File: src/rtl/window_fetcher.sv
// window_fetcher: source-side read engine for the zoom coprocessor.
//
// The engine scans the source image in the synchronous pixel ROM as square blocks
// of 1x1, 2x2 or 4x4 pixels. It issues one ROM address per cycle and adds the
// returned pixels into a per-block sum. It then presents one window per block over
// a valid/ready handshake. It does not prefetch: the next block is fetched only
// after the current window has been accepted.
//
// Ports:
//   CLK          system clock, rising edge
//   RESET        asynchronous active-low reset
//   START        frame start, sampled only while idle
//   SHIFT_FACTOR block side = 1 << SHIFT_FACTOR (3 is treated as 2), latched at START
//   PIXEL_IN     ROM read data
//   R_ADDR       ROM read address (registered)
//   WIN_SUM      sum of all pixels in the block
//   WIN_FIRST    top-left pixel of the block
//   WIN_X/WIN_Y  block column / row index
//   WIN_VALID    window available
//   WIN_READY    consumer accepts the window
//   BUSY         frame in progress
//   DONE         one-cycle pulse after the last window is accepted
module window_fetcher #(
  parameter int unsigned SRC_WIDTH  = 160,
  parameter int unsigned SRC_HEIGHT = 120,
  parameter int unsigned ADDR_W     = 15,
  parameter int unsigned RD_LATENCY = 1
) (
  input  logic              CLK,
  input  logic              RESET,
  input  logic              START,
  input  logic [1:0]        SHIFT_FACTOR,
  input  logic [7:0]        PIXEL_IN,
  output logic [ADDR_W-1:0] R_ADDR,
  output logic [11:0]       WIN_SUM,
  output logic [7:0]        WIN_FIRST,
  output logic [7:0]        WIN_X,
  output logic [6:0]        WIN_Y,
  output logic              WIN_VALID,
  input  logic              WIN_READY,
  output logic              BUSY,
  output logic              DONE
);

  typedef enum logic [1:0] {StIdle, StIssue, StDrain, StPresent} state_e;

  state_e            state_q;
  logic [1:0]        shift_q;
  logic [2:0]        dx_q, dy_q;
  logic [7:0]        bx_q;
  logic [6:0]        by_q;
  logic [ADDR_W-1:0] col_base_q;   // bx * S
  logic [ADDR_W-1:0] blk_row_q;    // by * S * SRC_WIDTH
  logic [ADDR_W-1:0] row_q;        // (by * S + dy) * SRC_WIDTH
  logic [ADDR_W-1:0] addr_q;
  logic [RD_LATENCY:0] tag_q;      // one bit per address in flight through the ROM
  logic [11:0]       acc_q;
  logic [7:0]        first_q;
  logic              first_pend_q;
  logic [11:0]       win_sum_q;
  logic [7:0]        win_first_q;
  logic [7:0]        win_x_q;
  logic [6:0]        win_y_q;
  logic              win_valid_q;
  logic              busy_q;
  logic              done_q;

  logic [2:0]        side_m1;
  logic [ADDR_W-1:0] side_a;
  logic [ADDR_W-1:0] row_stride;
  logic [ADDR_W-1:0] blk_stride;
  logic [7:0]        cols_last;
  logic [6:0]        rows_last;
  logic              last_issue;
  logic              last_col;
  logic              last_row;
  logic              pix_vld;
  logic              drain_done;
  logic [11:0]       sum_nxt;
  logic [7:0]        first_nxt;
  logic [ADDR_W-1:0] col_nxt;
  logic [ADDR_W-1:0] blk_nxt;
  logic              issue;

  // Block geometry derived from the latched shift; shifts and adds only.
  always_comb begin
    side_m1 = 3'd0;
    case (shift_q)
      2'd1:    side_m1 = 3'd1;
      2'd2:    side_m1 = 3'd3;
      default: side_m1 = 3'd0;
    endcase
    side_a     = ADDR_W'(side_m1) + ADDR_W'(1);
    row_stride = ADDR_W'(SRC_WIDTH);
    blk_stride = row_stride << shift_q;
    cols_last  = 8'((SRC_WIDTH >> shift_q) - 1);
    rows_last  = 7'((SRC_HEIGHT >> shift_q) - 1);
  end

  always_comb begin
    last_issue = (dx_q == side_m1) && (dy_q == side_m1);
    last_col   = (bx_q == cols_last);
    last_row   = (by_q == rows_last);
    pix_vld    = tag_q[RD_LATENCY];
    // The last sample is the one emerging with nothing younger behind it.
    drain_done = pix_vld && (tag_q[RD_LATENCY-1:0] == '0);
    sum_nxt    = acc_q + {4'd0, PIXEL_IN};
    first_nxt  = first_pend_q ? PIXEL_IN : first_q;
    col_nxt    = col_base_q + side_a;
    blk_nxt    = blk_row_q + blk_stride;
  end

  // An address is driven on this edge (tags it for the read pipeline).
  always_comb begin
    issue = 1'b0;
    case (state_q)
      StIdle:    issue = START;
      StIssue:   issue = !last_issue;
      StPresent: issue = WIN_READY && !(last_col && last_row);
      default:   issue = 1'b0;
    endcase
  end

  always_ff @(posedge CLK or negedge RESET) begin
    if (!RESET) begin
      state_q      <= StIdle;
      shift_q      <= 2'd0;
      dx_q         <= 3'd0;
      dy_q         <= 3'd0;
      bx_q         <= 8'd0;
      by_q         <= 7'd0;
      col_base_q   <= '0;
      blk_row_q    <= '0;
      row_q        <= '0;
      addr_q       <= '0;
      tag_q        <= '0;
      acc_q        <= 12'd0;
      first_q      <= 8'd0;
      first_pend_q <= 1'b0;
      win_sum_q    <= 12'd0;
      win_first_q  <= 8'd0;
      win_x_q      <= 8'd0;
      win_y_q      <= 7'd0;
      win_valid_q  <= 1'b0;
      busy_q       <= 1'b0;
      done_q       <= 1'b0;
    end else begin
      done_q <= 1'b0;
      tag_q  <= {tag_q[RD_LATENCY-1:0], issue};

      if (pix_vld) begin
        acc_q        <= sum_nxt;
        first_q      <= first_nxt;
        first_pend_q <= 1'b0;
      end

      case (state_q)
        StIdle: begin
          if (START) begin
            shift_q      <= (SHIFT_FACTOR == 2'd3) ? 2'd2 : SHIFT_FACTOR;
            dx_q         <= 3'd0;
            dy_q         <= 3'd0;
            bx_q         <= 8'd0;
            by_q         <= 7'd0;
            col_base_q   <= '0;
            blk_row_q    <= '0;
            row_q        <= '0;
            addr_q       <= '0;
            acc_q        <= 12'd0;
            first_pend_q <= 1'b1;
            busy_q       <= 1'b1;
            state_q      <= StIssue;
          end
        end

        StIssue: begin
          if (last_issue) begin
            state_q <= StDrain;
          end else if (dx_q != side_m1) begin
            dx_q   <= dx_q + 3'd1;
            addr_q <= addr_q + ADDR_W'(1);
          end else begin
            dx_q   <= 3'd0;
            dy_q   <= dy_q + 3'd1;
            row_q  <= row_q + row_stride;
            addr_q <= row_q + row_stride + col_base_q;
          end
        end

        StDrain: begin
          if (drain_done) begin
            win_sum_q   <= sum_nxt;
            win_first_q <= first_nxt;
            win_x_q     <= bx_q;
            win_y_q     <= by_q;
            win_valid_q <= 1'b1;
            state_q     <= StPresent;
          end
        end

        StPresent: begin
          if (WIN_READY) begin
            win_valid_q <= 1'b0;
            if (last_col && last_row) begin
              busy_q  <= 1'b0;
              done_q  <= 1'b1;
              state_q <= StIdle;
            end else begin
              dx_q         <= 3'd0;
              dy_q         <= 3'd0;
              acc_q        <= 12'd0;
              first_pend_q <= 1'b1;
              state_q      <= StIssue;
              if (last_col) begin
                bx_q       <= 8'd0;
                by_q       <= by_q + 7'd1;
                col_base_q <= '0;
                blk_row_q  <= blk_nxt;
                row_q      <= blk_nxt;
                addr_q     <= blk_nxt;
              end else begin
                bx_q       <= bx_q + 8'd1;
                col_base_q <= col_nxt;
                row_q      <= blk_row_q;
                addr_q     <= blk_row_q + col_nxt;
              end
            end
          end
        end

        default: state_q <= StIdle;
      endcase
    end
  end

  assign R_ADDR    = addr_q;
  assign WIN_SUM   = win_sum_q;
  assign WIN_FIRST = win_first_q;
  assign WIN_X     = win_x_q;
  assign WIN_Y     = win_y_q;
  assign WIN_VALID = win_valid_q;
  assign BUSY      = busy_q;
  assign DONE      = done_q;

endmodule
File: config.mk
export PLATFORM = sky130hd
export DESIGN_NAME = window_fetcher
export DESIGN_NICKNAME = d
export VERILOG_FILES = /design/src/rtl/window_fetcher.sv
export SDC_FILE = /design/constraint.sdc
export NUM_CORES = 1
export LEC_CHECK = 0
export ABC_AREA = 1
export CAP_MARGIN = 20
export CORE_UTILIZATION = 35
export CTS_CLUSTER_DIAMETER = 150
export DETAILED_ROUTE_END_ITERATION = 7
export SYNTH_ARGS = -nofsm -noshare
export SYNTH_HDL_FRONTEND = slang
export SYNTH_SLANG_ARGS = --single-unit
File: constraint.sdc
create_clock -name CLK -period 4.79 [get_ports CLK]
set_clock_uncertainty 0.05 [all_clocks]
set_input_delay 0.958 -clock CLK [delete_from_list [all_inputs] [get_ports CLK]]
set_output_delay 0.958 -clock CLK [all_outputs]
set_load 0.01 [all_outputs]
==> summary.txt <==
Outcome
  • Run status: completed

Flow run
  • Max_cap viols: 0

Global routing
  • GRT Overall Usage: 20.2%
  • Pin count of the biggest net entering global routing: 56
  • First-pass GRT wire length: 42.4 mm
  • Initial antenna violation count: 0
  • GRT overflow: 0
  • Number of global-route vias before repair: 8176

Yosys
  • Mean instance size in the synthesized netlist: 7.33 um2
  • Count of state elements after synthesis: 137
  • Post-synth top flop: sky130_fd_sc_hd__dfrtp_1
  • Count of flip-flops with a built-in enable after synthesis: 0
  • Cell Area, Synth: 9270 um2
  • Multiplexer share of the synthesized area: 0%
  • Warning count from the yosys run: 0
  • Synthesized-area fraction occupied by adder cells: 8.96%
  • Top cells by area, synth: sky130_fd_sc_hd__dfrtp_1 (37%), sky130_fd_sc_hd__nand2_1 (14%), sky130_fd_sc_hd__ha_1 (8.1%)
  • Post-synthesis compound-gate area fraction: 15.0%
  • Simple-gate share of the synthesized area: 25.9%
  • Synthesized net count: 1343
  • Sequential element share of the synthesized area: 37.0%
  • Share of async-settable or async-resettable flops after synthesis: 100%
  • Synth Instances: 1265
  • Xor/xnor cell area share of the yosys netlist: 4.54%
  • Post-synthesis cell type with the largest combined area: sky130_fd_sc_hd__dfrtp_1
  • Count of distinct cell types in the synthesized netlist: 44
  • Area fraction of the dominant cell type after synthesis: 37.0%
  • Main combinational cell family by area after synthesis: simple AND/OR/NAND/NOR gates

Detailed routing
  • Number of violations reported at the end of detailed-routing iteration 0: 623
  • Via Count: 8471
  • DRT Wirelength: 26.2 mm
  • DRC viols: 0
  • Routed WL per cell: 15.7 um
  • Count of antenna-violating nets left after detailed routing: 0
  • Vias per cell: 5.07
  • Detailed-routing iteration count for the pre-antenna-repair pass: 5

STA
  • Worst slew margin relative to its limit: 32.6%
  • Final hold violation count: 0
  • Highest clock rate: 246 MHz
  • Pins Over Slew Limit: 0
  • Post-Route Setup TNS: 0 ps
  • Final WS setup: 728 ps
  • Worst hold margin: 368 ps
  • Final setup violation count: 0
  • Tmin final: 4060 ps
  • Setup repair after global routing missed its margin: no
  • Transition time at the pin with the least slew margin: 1010 ps
  • Portion of the clock cycle consumed by the worst path in the final layout: 84.8%

Power and ir drop
  • Leakage power summed over all cells: 0.00520 uW
  • Total power consumption of the routed design: 5910 uW
  • Pwr per Cell Area: 548 nW/um2
  • Worst supply voltage drop on vdd: 0.296 mV

Die
  • Chip Height: 165 um
  • Core Region: 26000 um2
  • Width of the die: 165 um
  • Area of the die: 27100 um2
  • I/O pin cnt: 67
  • Site row count: 59
  • Initial core utilization: 35.7%

Critical path
  • Required time at the worst-slack endpoint: 5060 ps
  • Flop-to-flop setup slack: 730 ps
  • Highest-delay cell along the critical path: sky130_fd_sc_hd__dfrtp_1
  • Maximum fanout along the worst path: 5
  • CP Data Arrival Time: 4340 ps
  • CP Cell Sequence: inv_1, ha_1, inv_2, ha_1, inv_1, fa_1, nand2_1, nor2_1, nand3_1, inv_1, nand2_1, o21ai_0, inv_1, ha_1, nand2_1, o21ai_0, inv_1, o21ai_0, xor2_1, o21ai_0, nand2_1, nand2_1, nand2_1
  • Startpoint type of the worst setup path: register
  • Cell with the most instances on the worst path: sky130_fd_sc_hd__nand2_1
  • Largest stage delay on the critical path: 430 ps
  • Critical Setup Path Class: reg2reg
  • CP Capture Type: register

Finish
  • Inserted Diodes: 0
  • Leading cell type in the layout, fill and taps excluded: sky130_fd_sc_hd__nand2_1
  • Proportion of layout cells with a drive suffix above 1: 4.41%
  • Area overhead of the layout relative to synthesis: 16.3%
  • Fill cell total of the finished layout: 2690
  • Layout net count: 1402
  • Commonest cells after routing, fill and taps aside: sky130_fd_sc_hd__nand2_1 (347), sky130_fd_sc_hd__inv_1 (146), sky130_fd_sc_hd__o21ai_0 (142)

Clock tree
  • Worst-skew pair later-pin latency: 440 ps
  • Number of buffers inserted to repair setup after CTS: 0
  • Number of gates resized after CTS: 0
  • Clock root cell: sky130_fd_sc_hd__clkbuf_16
  • H-tree Lvls: 4
  • Clock tree from TritonCTS: built
  • Clock net sink count: 137
  • Bufs on Longest Clock Path: 2
  • Cts bufs inserted: 17
  • Clock transition at the register clock pins on the worst setup and hold paths after CTS: 70 ps
  • # hold bufs at CTS: 0

Placed design
  • PortBufs: 66
  • Detail Placement HPWL: 19.7 mm
  • RD Place Congestion: 0.868
  • Dpl ws: 768 ps

Worst hold path
  • Kind of path behind the tightest hold check: reg2reg
==> routing by layer <==
metal	track usage [%]	vias to the layer above	part of all wire, %
met5	0	-	0
met4	7.17	0	2.5
met3	3.04	42	4.4
met2	34.0	216	47
met1	26.3	3954	46
li1	-	4259	-
==> per-stage QoR <==
stage	util [%]	cell area, um2	cells
2_1_floorplan	-	9270	1265
3_3_place_gp	39.2	10200	1640
3_5_place_dp	39.2	10200	1640
4_1_cts	41.5	10800	1672
5_1_grt	41.5	10800	1672
6_report	41.5	10800	1672
==> final timing paths <==
path / from / to / cells after the start
min in group asynchronous: RESET / WIN_Y[1] / 1
min reg2reg: tag_q[0] / tag_q[1] / 0
min: tag_q[0] / tag_q[1] / 0
max: shift_q[1] / R_ADDR[13] / 23
max reg2reg: shift_q[1] / R_ADDR[13] / 23
max in group asynchronous: RESET / blk_row_q[14] / 2
==> state kept, by name (all words and copies together) (netlist names), 7 cells and up <==
name        count
R_ADDR         15
WIN_FIRST       8
WIN_SUM        12
WIN_X           8
WIN_Y           7
acc_q          12
blk_row_q      10
bx_q            8
by_q            7
col_base_q     15
first_q         8
row_q          11
==> logic make-up (layout without fill, tap and decap cells) <==
family,after synthesis,in the layout
buffers and inverters,186,258
AND/OR/NAND/NOR,569,569
adder cells (fa/ha/maj),64,64
other,1,1
AO/OA/AOI/OAI,260,260
XOR/XNOR,48,48
flip-flops,137,137
==> cell usage after synthesis (4+ instances only) <==
library cell	instances
sky130_fd_sc_hd__a211oi_1	7
sky130_fd_sc_hd__o21bai_1	4
sky130_fd_sc_hd__inv_2	5
sky130_fd_sc_hd__o22ai_1	13
sky130_fd_sc_hd__xnor2_1	15
sky130_fd_sc_hd__fa_1	4
sky130_fd_sc_hd__xor2_1	33
sky130_fd_sc_hd__nand3b_1	4
sky130_fd_sc_hd__nand2_1	347
sky130_fd_sc_hd__nand3_1	79
sky130_fd_sc_hd__nand4_1	14
sky130_fd_sc_hd__dfrtp_1	137
sky130_fd_sc_hd__clkbuf_1	13
sky130_fd_sc_hd__ha_1	60
sky130_fd_sc_hd__or2_2	5
sky130_fd_sc_hd__a31oi_1	6
sky130_fd_sc_hd__buf_6	6
sky130_fd_sc_hd__o211ai_1	8
sky130_fd_sc_hd__o21ai_0	142
sky130_fd_sc_hd__a21oi_1	72
sky130_fd_sc_hd__nor3_1	12
sky130_fd_sc_hd__buf_2	9
sky130_fd_sc_hd__nor2_1	91
sky130_fd_sc_hd__inv_1	146
==> critical path, delay by kind of cell (launching register included) <==
| family | cells | cell delay (ps) |
|---|---|---|
| AO/OA/AOI/OAI | 4 | 1010 |
| adder cells (fa/ha/maj) | 4 | 1110 |
| buffers and inverters | 6 | 550 |
| XOR/XNOR | 1 | 90 |
| flip-flops | 1 | 430 |
| AND/OR/NAND/NOR | 8 | 710 |
==> power by group <==
part / total (uW) / internal [uW] / switching (uW) / leakage, uW
clock network: 1370 / 796 / 579 / 0.000289
logic: 2750 / 993 / 1760 / 0.00309
registers: 1790 / 1480 / 307 / 0.00182
==> cell type report <==
type,instances,area [um2],share of cell area (%)
Multi-Input combinational cell,942,5050,46.8
Sequential cell,137,3430,31.8
Timing Repair Buffer,73,714,6.63
Inverter,153,574,5.33
Clock buffer,19,443,4.11
Tap cell,335,419,3.89
Clock inverter,13,155,1.44
(Power assumes the default switching activity.)
